`config.mk`:
```
export PLATFORM = sky130hd
export DESIGN_NAME = conv_window_loader_flat
export DESIGN_NICKNAME = d
export VERILOG_FILES = /design/src/rtl/conv_window_loader_pkg.sv /design/src/rtl/conv_window_loader_if.sv /design/src/rtl/conv_window_loader_shreg.sv /design/src/rtl/conv_window_loader.sv /design/src/flat_wrapper.sv
export SDC_FILE = /design/constraint.sdc
export NUM_CORES = 1
export LEC_CHECK = 0
export CAP_MARGIN = 5
export CELL_PAD_IN_SITES_DETAIL_PLACEMENT = 2
export CELL_PAD_IN_SITES_GLOBAL_PLACEMENT = 2
export CORE_ASPECT_RATIO = 1.75
export CORE_MARGIN = 2
export CORE_UTILIZATION = 29
export DETAILED_ROUTE_END_ITERATION = 8
export GPL_TIMING_DRIVEN = 0
export PLACE_DENSITY_LB_ADDON = 0.1
export SLEW_MARGIN = 10
export SYNTH_ARGS = -nofsm -noshare
export SYNTH_HDL_FRONTEND = slang
export SYNTH_HIERARCHICAL = 1
export SYNTH_SLANG_ARGS = --single-unit
```
`constraint.sdc`:
```
create_clock -name clk -period 2 [get_ports clk]
set_clock_uncertainty 0.15 [all_clocks]
set_input_delay 0.4 -clock clk [delete_from_list [all_inputs] [get_ports clk]]
set_output_delay 0.4 -clock clk [all_outputs]
set_load 0.005 [all_outputs]
```
`src/rtl/conv_window_loader_pkg.sv`:
```
// conv_pkg: shared widths, state encoding and nibble shift helper for conv_window_loader
package conv_pkg;

    localparam int DW   = 4;
    localparam int TAPS = 9;
    localparam int VW   = DW * TAPS;
    localparam int PW   = 72;
    localparam int PAD  = PW - VW;

    // Element k of a packed vector occupies [VW-1-DW*k -: DW]; element 0 is the oldest.
    localparam int ELEM_LAST_HI = DW - 1;

    localparam logic [3:0] CNT_FULL = 4'd9;

    typedef enum logic [1:0] {
        S_COEF,
        S_FILL,
        S_STREAM
    } state_t;

    // New nibble enters at the last element; everything else moves one slot toward element 0.
    function automatic logic [VW-1:0] shift_in(input logic [VW-1:0] v, input logic [DW-1:0] d);
        return {v[VW-DW-1:0], d};
    endfunction

endpackage

```
`src/rtl/conv_window_loader_if.sv`:
```
// conv_window_loader_if: input beat stream and output window bundle for conv_window_loader
interface conv_window_loader_if;
    import conv_pkg::*;

    logic              s_valid;
    logic              s_ready;
    logic              s_coef;
    logic [DW-1:0]     s_data;
    logic              m_valid;
    logic              m_ready;
    logic [PW-1:0]     m_a;
    logic [PW-1:0]     m_b;
    logic              o_drop;

    modport slave (
        input  s_valid, s_coef, s_data, m_ready,
        output s_ready, m_valid, m_a, m_b, o_drop
    );

    modport master (
        output s_valid, s_coef, s_data, m_ready,
        input  s_ready, m_valid, m_a, m_b, o_drop
    );

endinterface

```
`src/rtl/conv_window_loader_shreg.sv`:
```
// conv_nibble_shreg: 9 x 4-bit shift register with shift enable and synchronous clear
module conv_nibble_shreg
    import conv_pkg::*;
(
    input  logic          clk,
    input  logic          rst,
    input  logic          clr,
    input  logic          en,
    input  logic [DW-1:0] din,
    output logic [VW-1:0] q
);

    // clear wins over shift so a clear and shift in the same cycle leaves the register empty
    always_ff @(posedge clk) begin
        if (rst || clr)
            q <= '0;
        else if (en)
            q <= shift_in(q, din);
    end

endmodule

```
`src/rtl/conv_window_loader.sv`:
```
// conv_window_loader: serial 4-bit beats -> 9-sample window + 9 coefficients for the convolver
// Optional: CONV_LOADER_ZEROPAD_EN emits windows from the first sample after coefficient load.
module conv_window_loader
    import conv_pkg::*;
(
    input  logic                 clk,
    input  logic                 rst,
    conv_window_loader_if.slave  bus
);

    state_t        state, state_nx;
    logic [3:0]    coef_cnt, coef_cnt_nx;
    logic [3:0]    fill_cnt, fill_cnt_nx;
    logic [VW-1:0] win, coefs;
    logic          s_ready, accept, coef_acc, samp_acc;
    logic          win_clr, win_en, coef_en, emit, drop_nx;
    logic          m_valid, o_drop;
    logic [VW-1:0] m_a, m_b;

    assign s_ready  = !m_valid || bus.m_ready;
    assign accept   = bus.s_valid && s_ready;
    assign coef_acc = accept && bus.s_coef;
    assign samp_acc = accept && !bus.s_coef;

    conv_nibble_shreg u_win (
        .clk (clk),
        .rst (rst),
        .clr (win_clr),
        .en  (win_en),
        .din (bus.s_data),
        .q   (win)
    );

    conv_nibble_shreg u_coef (
        .clk (clk),
        .rst (rst),
        .clr (1'b0),
        .en  (coef_en),
        .din (bus.s_data),
        .q   (coefs)
    );

    // state and fill/coefficient counters
    always_ff @(posedge clk) begin
        if (rst) begin
            state    <= S_COEF;
            coef_cnt <= '0;
            fill_cnt <= '0;
        end else begin
            state    <= state_nx;
            coef_cnt <= coef_cnt_nx;
            fill_cnt <= fill_cnt_nx;
        end
    end

    // beat decode: coefficient beats restart the window, samples fill it or are dropped
    always_comb begin
        state_nx    = state;
        coef_cnt_nx = coef_cnt;
        fill_cnt_nx = fill_cnt;
        win_clr     = 1'b0;
        win_en      = 1'b0;
        coef_en     = 1'b0;
        emit        = 1'b0;
        drop_nx     = 1'b0;
        if (coef_acc) begin
            coef_en     = 1'b1;
            win_clr     = 1'b1;
            fill_cnt_nx = '0;
            coef_cnt_nx = (coef_cnt == CNT_FULL) ? 4'd1 : coef_cnt + 4'd1;
            state_nx    = (coef_cnt_nx == CNT_FULL) ? S_FILL : S_COEF;
        end else if (samp_acc) begin
            if (state == S_COEF) begin
                drop_nx = 1'b1;
            end else begin
                win_en      = 1'b1;
                fill_cnt_nx = (fill_cnt == CNT_FULL) ? fill_cnt : fill_cnt + 4'd1;
                state_nx    = (fill_cnt_nx == CNT_FULL) ? S_STREAM : S_FILL;
`ifdef CONV_LOADER_ZEROPAD_EN
                emit        = 1'b1;
`else
                emit        = (fill_cnt_nx == CNT_FULL);
`endif
            end
        end
    end

    // registered output stage: load on emit, otherwise hold until the convolver takes it
    always_ff @(posedge clk) begin
        if (rst) begin
            m_valid <= 1'b0;
            m_a     <= '0;
            m_b     <= '0;
            o_drop  <= 1'b0;
        end else begin
            o_drop <= drop_nx;
            if (emit) begin
                m_valid <= 1'b1;
                m_a     <= shift_in(win, bus.s_data);
                m_b     <= coefs;
            end else if (bus.m_ready) begin
                m_valid <= 1'b0;
            end
        end
    end

    assign bus.s_ready = s_ready;
    assign bus.m_valid = m_valid;
    assign bus.m_a     = {{PAD{1'b0}}, m_a};
    assign bus.m_b     = {{PAD{1'b0}}, m_b};
    assign bus.o_drop  = o_drop;

endmodule
```
`src/flat_wrapper.sv`:
```
// flat-port wrapper written by rule: the top's interface ports become plain ports
module conv_window_loader_flat import conv_pkg::*;
  (clk, rst, bus_s_valid, bus_s_coef, bus_s_data, bus_m_ready, bus_s_ready, bus_m_valid, bus_m_a, bus_m_b, bus_o_drop);
  conv_window_loader_if bus_i ();
  input  logic clk;
  input  logic rst;
  input wire logic [$bits(bus_i.s_valid)-1:0] bus_s_valid;
  input wire logic [$bits(bus_i.s_coef)-1:0] bus_s_coef;
  input wire logic [$bits(bus_i.s_data)-1:0] bus_s_data;
  input wire logic [$bits(bus_i.m_ready)-1:0] bus_m_ready;
  output wire logic [$bits(bus_i.s_ready)-1:0] bus_s_ready;
  output wire logic [$bits(bus_i.m_valid)-1:0] bus_m_valid;
  output wire logic [$bits(bus_i.m_a)-1:0] bus_m_a;
  output wire logic [$bits(bus_i.m_b)-1:0] bus_m_b;
  output wire logic [$bits(bus_i.o_drop)-1:0] bus_o_drop;
  assign bus_i.s_valid = bus_s_valid;
  assign bus_i.s_coef = bus_s_coef;
  assign bus_i.s_data = bus_s_data;
  assign bus_i.m_ready = bus_m_ready;
  assign bus_s_ready = bus_i.s_ready;
  assign bus_m_valid = bus_i.m_valid;
  assign bus_m_a = bus_i.m_a;
  assign bus_m_b = bus_i.m_b;
  assign bus_o_drop = bus_i.o_drop;
  conv_window_loader u_core (.clk(clk), .rst(rst), .bus(bus_i));
endmodule
```
==> summary.md, run 1 <==
| Metric | Value |
|---|---|
| Final nets | between 800 and 900 |
| Reg clk slew, reported paths | 0.06 ns |
| Detail Route Antenna Nets | 0 |
| Failing checks | negative setup slack |
| Vias per inst | 4.29 |
| Fin. Hold Viols | 0 |
| Core box area | roughly 24000 um2 |
| Syn Inst Count | between 600 and 700 |
| CP Launch Type | register |
| CTS Root Cell | clkbuf_16 |
| Die ar. | between 20000 and 30000 um2 |
| Crit Path Category | register to register |
| ANT cells | 0 |
| Final setup fails | 9 |
| Vias in the first global route | between 5000 and 6000 |
| Port-buffer cells | 83 |
| Via count | 5127 |
| Hold Crit Class | register to register |
| Die Ht | about 210 um |
| Total chip power | 0.00684 W |
| P_leak | 3.47 nW |
| Clock buffer depth | 2 |
| Max Cap Viol | 0 |
| Required @ worst endpoint | 2.21 ns |
| Yosys synthesis warning count | 6 |
| Share of cells above drive strength 1 | 18.4% |
| CTS buffer count | 17 |
| Crit Path Max Fanout | 7 |
| Tmin final | 2.06 ns |
| Clock sinks | 152 |
| Fmax | 486 MHz |
| CP endpoint kind | register |
| Setup WS post-layout | -0.0577 ns |
| H-tree levels | 4 |
| RSZ-0062 raised after global routing | true |
| Die width | 122 um |
| Final WL | between 15 and 20 mm |
| Largest net degree at the start of global routing | 17 |
| Area Growth Syn to Fin | 34.2% |
| Initial antenna violation count | 0 |
| Post-CTS Hold Buffers | 0 |
| Routability Congestion | 0.751 |
| Final core utilization | 39.5% |
| VDD IR max | about 0.00063 V |
| CP arrival | approximately 2.3 ns |
| Drt pass-1 iters | 4 |
| CTS tree | done |
| DRC | 0 |
| Post-Syn Area | between 7000 and 8000 um2 |
| Syn avg cell area | 10.3 um2 |
| Starting Density | 29.4% |
| HPWL Detailed | 14.1 mm |
| Wire length per cell | 16.2 um |
| Final period util | 103% |
| Drt first-iter violations | 134 |
| TNS Setup | -0.204 ns |
| Clk_lat worst skew | 0.43 ns |
| Max-slew violation count | 0 |
| Gr ovfl total | 0 |
| Rows | between 70 and 80 |
| Pwr dens | 724 nW/um2 |
| Status | complete, but fails checks |
| GRT Util Overall | 15.5% |
| First-pass GRT wire length | a little over 30 mm |
| # IOs | ~160 |
==> worst paths after layout <==
kind,cells after the start,start,to,slack (ns)
hold reg to reg,2,u_core/m_b[31],u_core/m_b[31],0.32
setup / recovery,9,u_core/fill_cnt[1],u_core/m_b[24],-0.06
setup reg to reg,9,u_core/fill_cnt[1],u_core/m_b[24],-0.06
hold / removal,2,u_core/m_b[31],u_core/m_b[31],0.32
==> metrics by stage <==
step	cell area (um2)	setup slack [ns]	cells	hold slack (ns)
after CTS	9400	-0.0933	1193	0.330
after floorplan	7310	0.0101	758	0.295
after global routing	9450	-0.132	1196	0.342
final	9450	-0.0577	1196	0.322
after global placement	8530	-0.887	1149	0.307
after detailed placement	8530	-0.970	1149	0.318
==> power by group <==
group	total (W)	internal [W]	switching (W)
clock	0.00343	0.00211	0.00132
combinational	0.000381	0.000206	0.000175
sequential	0.00303	0.00303	0.00000491
==> cell type report <==
cell class,count,area [um2]
fillers,2610,14500
multi-input cells,487,3310
flip-flops and latches,152,3050
repair buffers,98,1070
plain buffers,116,1010
clock buffers,19,443
well taps,308,385
clock inverters,13,176
inverters,3,13.8
==> what timing repair did <==
item,CTS,global route
cloned,4,2
resized for setup,23,9
pin swaps,3,3
setup endpoints to repair,85,82
hold endpoints to repair,0,0
buffers inserted,8,2
==> sequential cells by signal, summed over array words and instances, names as in the netlist <==
| name | flops |
|---|---|
| u_core/m_a | 36 |
| u_core/m_b | 36 |
| u_core/u_coef/q | 36 |
| u_core/u_win/q | 32 |
| u_core/coef_cnt | 4 |
| u_core/fill_cnt | 4 |
| u_core/state | 2 |
| u_core/bus.m_valid | 1 |
| u_core/bus.o_drop | 1 |
==> worst max-delay path, cell delays in order, from the launching register on <==
cell,delay (ns)
dfxtp_4,0.38
inv_4,0.04
ha_4,0.16
a211o_1,0.27
a22oi_2,0.17
o211a_4,0.23
buf_12,0.17
buf_12,0.12
buf_16,0.10
mux2i_1,0.19
==> metal layers <==
| layer | global-route usage (%) | share of wire [%] |
|---|---|---|
| met5 | 0 | 0 |
| met4 | 6.30 | 2.7 |
| met3 | 4.06 | 3.5 |
| met2 | 30.1 | 58 |
| met1 | 15.1 | 36 |
==> layout by cell type, fill, tap and decap left out, drive strengths merged, types with 4 or more instances in the layout <==
cell type      count
a21oi              6
buf              113
bufinv             4
clkbuf            37
clkdlybuf4s50     82
clkinv             5
conb              73
dfxtp            152
inv                4
mux2i            140
nand2              4
nand2b           145
nor2              74
Power figures use the tool's default switching activity.
==> inputs of run 2 (changes only) <==
--- a/config.mk
+++ b/config.mk
@@ -5,6 +5,7 @@
 export SDC_FILE = /design/constraint.sdc
 export NUM_CORES = 1
 export LEC_CHECK = 0
+export ABC_CLOCK_PERIOD_IN_PS = 2000
 export CAP_MARGIN = 5
 export CELL_PAD_IN_SITES_DETAIL_PLACEMENT = 2
 export CELL_PAD_IN_SITES_GLOBAL_PLACEMENT = 2
@@ -12,8 +13,10 @@
 export CORE_MARGIN = 2
 export CORE_UTILIZATION = 29
 export DETAILED_ROUTE_END_ITERATION = 8
+export GPL_ROUTABILITY_DRIVEN = 1
 export GPL_TIMING_DRIVEN = 0
 export PLACE_DENSITY_LB_ADDON = 0.1
+export SKIP_LAST_GASP = 1
 export SLEW_MARGIN = 10
 export SYNTH_ARGS = -nofsm -noshare
 export SYNTH_HDL_FRONTEND = slang
==> results of run 2 <==
The final DEF is identical to that of run 1; final timing and power are the same.
